### config.mk
export PLATFORM = sky130hd
export DESIGN_NAME = jtyiear_pal_loader
export DESIGN_NICKNAME = d
export VERILOG_FILES = /design/src/rtl/jtyiear_pal_loader.sv
export SDC_FILE = /design/constraint.sdc
export NUM_CORES = 1
export LEC_CHECK = 0
export CAP_MARGIN = 20
export CORE_MARGIN = 10
export CORE_UTILIZATION = 30
export DETAILED_ROUTE_END_ITERATION = 12
export DONT_BUFFER_PORTS = 1
export PLACE_DENSITY = 0.41
export SYNTH_ARGS = -nofsm -noshare
export SYNTH_HDL_FRONTEND = slang
export SYNTH_SLANG_ARGS = --single-unit
### constraint.sdc
create_clock -name clk -period 6.3 [get_ports clk]
set_input_delay 1.575 -clock clk [delete_from_list [all_inputs] [get_ports clk]]
set_output_delay 1.575 -clock clk [all_outputs]
set_load 0.01 [all_outputs]
### src/rtl/jtyiear_pal_loader.sv
// Palette PROM loader: zero-fills the 32x8 colmix PROM at the start of every ROM download,
// then forwards palette-region download bytes to the PROM write port and reports completeness.
module jtyiear_pal_loader #(
    parameter int            AW         = 25,
    parameter logic [AW-1:0] PROM_START = '0,
    parameter int            PROM_LEN   = 32
) (
    input  logic          clk,
    input  logic          rst,
    input  logic          downloading,
    input  logic [AW-1:0] ioctl_addr,
    input  logic [7:0]    ioctl_dout,
    input  logic          ioctl_wr,
    output logic [4:0]    prog_addr,
    output logic [7:0]    prog_data,
    output logic          prog_en,
    output logic          busy,
    output logic          pal_ok,
    output logic          overflow,
    output logic [7:0]    cksum
);
    localparam logic [AW-1:0] LEN = AW'(PROM_LEN);

    typedef enum logic [1:0] {IDLE, CLEAR, LOAD, DONE} state_t;

    state_t        state_q;
    logic          downloading_q;
    logic [4:0]    clr_cnt_q;
    logic [31:0]   mask_q;
    logic          buf_valid_q;
    logic [4:0]    buf_addr_q;
    logic [7:0]    buf_data_q;
    logic [4:0]    prog_addr_q;
    logic [7:0]    prog_data_q;
    logic          prog_en_q;
    logic          busy_q;
    logic          pal_ok_q;
    logic          overflow_q;
    logic [7:0]    cksum_q;

    logic [AW:0]   diff_d;
    logic          in_region_d;
    logic          wr_hit_d;
    logic [4:0]    idx_d;
    logic          dl_rise_d;
    logic          ld_go_d;
    logic [4:0]    ld_addr_d;
    logic [7:0]    ld_data_d;

    // The extra top bit of diff_d is the borrow: set when ioctl_addr < PROM_START.
    always_comb begin
        diff_d      = {1'b0, ioctl_addr} - {1'b0, PROM_START};
        in_region_d = !diff_d[AW] && (diff_d[AW-1:0] < LEN);
        wr_hit_d    = ioctl_wr && in_region_d;
        idx_d       = diff_d[4:0];
        dl_rise_d   = downloading && !downloading_q;
        ld_go_d     = buf_valid_q || wr_hit_d;
        ld_addr_d   = buf_valid_q ? buf_addr_q : idx_d;
        ld_data_d   = buf_valid_q ? buf_data_q : ioctl_dout;
    end

    // NOTE: all state below is updated with <= so every register sees pre-edge values.
    always_ff @(posedge clk) begin
        // Tracks through reset so a download already running at reset release is not a new edge.
        downloading_q <= downloading;
        if (rst) begin
            state_q     <= IDLE;
            clr_cnt_q   <= '0;
            // NOTE: the written-mask is plain flops, not a RAM, so it is cleared by reset.
            mask_q      <= '0;
            buf_valid_q <= 1'b0;
            buf_addr_q  <= '0;
            buf_data_q  <= '0;
            prog_addr_q <= '0;
            prog_data_q <= '0;
            prog_en_q   <= 1'b0;
            busy_q      <= 1'b0;
            pal_ok_q    <= 1'b0;
            overflow_q  <= 1'b0;
            cksum_q     <= '0;
        end else begin
            prog_en_q <= 1'b0;
            case (state_q)
                IDLE, DONE: begin
                    if (dl_rise_d) begin
                        state_q     <= CLEAR;
                        busy_q      <= 1'b1;
                        clr_cnt_q   <= '0;
                        mask_q      <= '0;
                        cksum_q     <= '0;
                        pal_ok_q    <= 1'b0;
                        buf_valid_q <= wr_hit_d;
                        buf_addr_q  <= idx_d;
                        buf_data_q  <= ioctl_dout;
                    end
                end
                CLEAR: begin
                    prog_en_q   <= 1'b1;
                    prog_addr_q <= clr_cnt_q;
                    prog_data_q <= 8'h00;
                    clr_cnt_q   <= clr_cnt_q + 5'd1;
                    if (clr_cnt_q == 5'd31) begin
                        state_q <= LOAD;
                    end
                    // Clear owns the write port; park one download byte, drop any more.
                    if (wr_hit_d) begin
                        if (buf_valid_q) begin
                            overflow_q <= 1'b1;
                        end else begin
                            buf_valid_q <= 1'b1;
                            buf_addr_q  <= idx_d;
                            buf_data_q  <= ioctl_dout;
                        end
                    end
                end
                LOAD: begin
                    if (ld_go_d) begin
                        prog_en_q         <= 1'b1;
                        prog_addr_q       <= ld_addr_d;
                        prog_data_q       <= ld_data_d;
                        mask_q[ld_addr_d] <= 1'b1;
                        cksum_q           <= cksum_q + ld_data_d;
                        if (buf_valid_q) begin
                            buf_valid_q <= wr_hit_d;
                            buf_addr_q  <= idx_d;
                            buf_data_q  <= ioctl_dout;
                        end
                    end else if (!downloading) begin
                        state_q  <= DONE;
                        busy_q   <= 1'b0;
                        pal_ok_q <= &mask_q;
                    end
                end
                default: state_q <= IDLE;
            endcase
        end
    end

    assign prog_addr = prog_addr_q;
    assign prog_data = prog_data_q;
    assign prog_en   = prog_en_q;
    assign busy      = busy_q;
    assign pal_ok    = pal_ok_q;
    assign overflow  = overflow_q;
    assign cksum     = cksum_q;

endmodule
==> reports/results.ini <==
[min_path]
hp-class=flip-flop to flip-flop

[synthesis]
yosysWarnings=0
ys_ff_latch=79
synth_area_leaders=dfxtp_1 42%, nand2_1 5.4%, o21ai_1 4.3%, ha_1 4.0%, a21oi_1 3.7%
synth-simple-area-share_pct=20.6
synth_top_family_by_area=compound AO/OA/AOI/OAI gates
synthXorXnorAreaFrac_pct=0.935
ys_types=57
synth.largest_area_cell=dfxtp_1
seq_area_frac_synth_pct=42.2
syn-num-nets=463
synth_ff_type=dfxtp_1
synth_compound_area_share_pct=22.8
synth_cells=413
async_flop_share_pct=0
yosys.area.top_type_share_pct=42.2
synthMuxAreaShare_pct=5.48
syn_area_per_cell_sq_um=9.07
yosys.area_share.adder_pct=4.54
netlist_area_sq_mm=0.00375
synth-edff-count=0

[routing]
wl_mm=10.4
ant_nets=0
vias_per_cell=5.19
route.detailed.drc=0
detail_route.wl_per_cell_um=17.9
drt-pass1-iter-count=4
num_vias=3013
drt_iter0_markers=166

[worst_setup_path]
crit_fanout=3
r2r-end=cksum[6]
worstRegToRegCells=9
worst_ep_arrival_time_ns=3.40
critical_path_required_ns=6.53
r2r-start=buf_valid_q
cp-end-kind=flip-flop
crit_type=input pin to flip-flop
cp-startpoint=ioctl_dout[0]
critPathCapture=cksum[6]
r2r_slack_ns=3.60
cp-start-kind=input pin

[sta]
slew_headroom_pct=33.9
drv_slew=0
hold_slack_ns=0.449
hold_viol=0
finalCritPeriodShare_pct=50.3
rsz0062_at_grt=no
final.setup.tns_ns=0
setup_viol=0
min_period_ns=3.17
max_freq_ghz=0.316
fin_skew_ns=0.00587
worstMarginPinSlew_ns=0.985

[placement]
dp_hpwl_mm=7.41
placed_area_sq_mm=0.00389
gp_congestion=0.736
port_buffers=0

[finish]
final_area_sq_mm=0.00419
final_layout_size_suffix_gt1_share_pct=11.7
finalNetCount=457
layout.filler_cells=1309
syn_to_final_growth_pct=11.9
antenna_cells=0
utilization_pct=34.6

[clock_tree]
cts_hold_buf=0
numCtsBuffers=9
cts_buffer_depth=2
htree_levels=3
cts_sinks=79
post-cts-setup-buffers=0
cts.repair.resized=0
cts-root-buf=clkbuf_16
cts_tree=built
clk_pin_slew_ns=0.06
clk_latency_ns=0.34

[power_and_ir_drop]
finalPower_mw=1.43
power_switching_mw=0.468
p_comb_share_pct=23.7
ir_worst_vdd_mv=0.141
swShare_pct=32.7
powerDensity_mw_per_mm2=342
clock_power_share_pct=36.4
p_int_mw=0.963
p_leak_nw=1.41
p_seq_share_pct=39.9

[flow_run]
drv_cap=0

[die]
die-area_sq_mm=0.0174
die_h_um=132
core_region_area_sq_mm=0.0121
row_count=40
initial_core_util_pct=30.9
io_pins=62
die_w_um=132

[outcome]
status=complete, no violations

[global_routing]
grt_pass1_vias=3015
grt_max_degree=36
antenna_found_initial=0
overflow=0
grtUsageTotal_pct=12.2
grt_pass1_wl_mm=16.9

==> cell usage in the layout, fill, tap and decap left out, types with 2 or more instances in the layout <==
cell,instances
a21o_1,3
o211ai_1,2
mux2i_1,7
o2111ai_1,7
or2_2,2
nor3_1,6
nor2b_1,3
nand4_4,5
and3_1,3
nor4_4,2
nand4_1,8
a21oi_1,28
clkbuf_1,3
and2_1,2
a32o_1,10
xor2_1,3
nand2b_1,2
buf_4,4
o2bb2ai_1,5
inv_1,9
o21ai_0,28
a32oi_1,2
ha_1,12
mux2_2,12
nand2_1,54
clkbuf_16,9
dfxtp_1,79
o21ai_1,32
nor2_1,18
nand3_1,22
==> Yosys cell counts, drive strengths merged, types with 2 or more instances <==
| library cell | count |
|---|---|
| a21oi | 28 |
| and2 | 2 |
| a31oi | 2 |
| nand2b | 2 |
| o211ai | 3 |
| dfxtp | 79 |
| a21o | 3 |
| nor3 | 7 |
| or2 | 2 |
| a32oi | 2 |
| inv | 9 |
| o2111ai | 7 |
| xor2 | 3 |
| clkbuf | 14 |
| nor2b | 3 |
| and3 | 3 |
| a211oi | 2 |
| nand4 | 13 |
| buf | 7 |
| nor4 | 3 |
| mux2i | 7 |
| o2bb2ai | 5 |
| ha | 12 |
| nand3 | 22 |
| a32o | 10 |
| o21ai | 61 |
| nor2 | 19 |
| mux2 | 12 |
| nand2 | 55 |
| o31ai | 2 |
==> worst max-delay path, cell delays in order <==
cell and delay, ns:
mux2_2 0.27, ha_1 0.22, fa_1 0.41, a21o_1 0.17, a21o_1 0.21, a21o_1 0.18
a311oi_1 0.26, o2bb2ai_1 0.10
==> worst min-delay path by stage <==
stage,from,end,slack (ns),cells after the start
4_1_cts,mask_q[1],mask_q[1],0.45,2
3_5_place_dp,mask_q[1],mask_q[1],0.45,2
2_1_floorplan,mask_q[7],mask_q[7],0.43,2
6_report,mask_q[10],mask_q[10],0.45,2
5_1_grt,mask_q[17],mask_q[17],0.46,2
3_3_place_gp,mask_q[29],mask_q[29],0.44,2
==> final cells by class <==
type / instances / area (sq um) / share of cell area [%]
multi-input cells: 304 / 2040 / 48.7
flip-flops and latches: 79 / 1580 / 37.7
clock buffers: 13 / 250 / 5.97
well taps: 168 / 210 / 5.01
clock inverters: 3 / 42.5 / 1.01
inverters: 9 / 33.8 / 0.806
repair buffers: 4 / 30.0 / 0.716
==> per-stage QoR <==
stage,setup slack (ns),cells
after floorplan,2.90,413
after detailed placement,2.76,563
after global routing,3.01,580
after global placement,2.78,563
after CTS,3.14,579
final,3.13,580
==> registers in the layout, summed over array words and instances, names as in the netlist <==
register	cells
buf_valid_q	1
prog_addr	5
downloading_q	1
state_q	2
buf_data_q	8
clr_cnt_q	5
busy	1
buf_addr_q	5
overflow	1
pal_ok	1
prog_en	1
cksum	8
prog_data	8
mask_q	32
==> metal layers <==
metal / vias up / wire, um / track usage (%)
met5: - / 0 / 0
met2: 61 / 4780 / 18.7
met3: 13 / 837 / 5.91
met1: 1428 / 4560 / 14.4
met4: 0 / 182 / 4.57
li1: 1511 / - / -
==> power by group through the flow <==
stage | logic, mW | clock network, mW | registers [mW]
2_1_floorplan | 0.257 | 0 | 0.575
3_3_place_gp | 0.337 | 0 | 0.581
3_5_place_dp | 0.339 | 0 | 0.583
4_1_cts | 0.340 | 0.540 | 0.572
5_1_grt | 0.383 | 0.563 | 0.577
6_report | 0.340 | 0.521 | 0.571
==> kinds of logic after synthesis <==
logic type	Yosys count
buf+inv	30
flops	79
fa+ha+maj	13
simple gates	135
mux	19
xor+xnor	4
compound gates	133
Note: power is estimated with default switching activity, not from simulation.
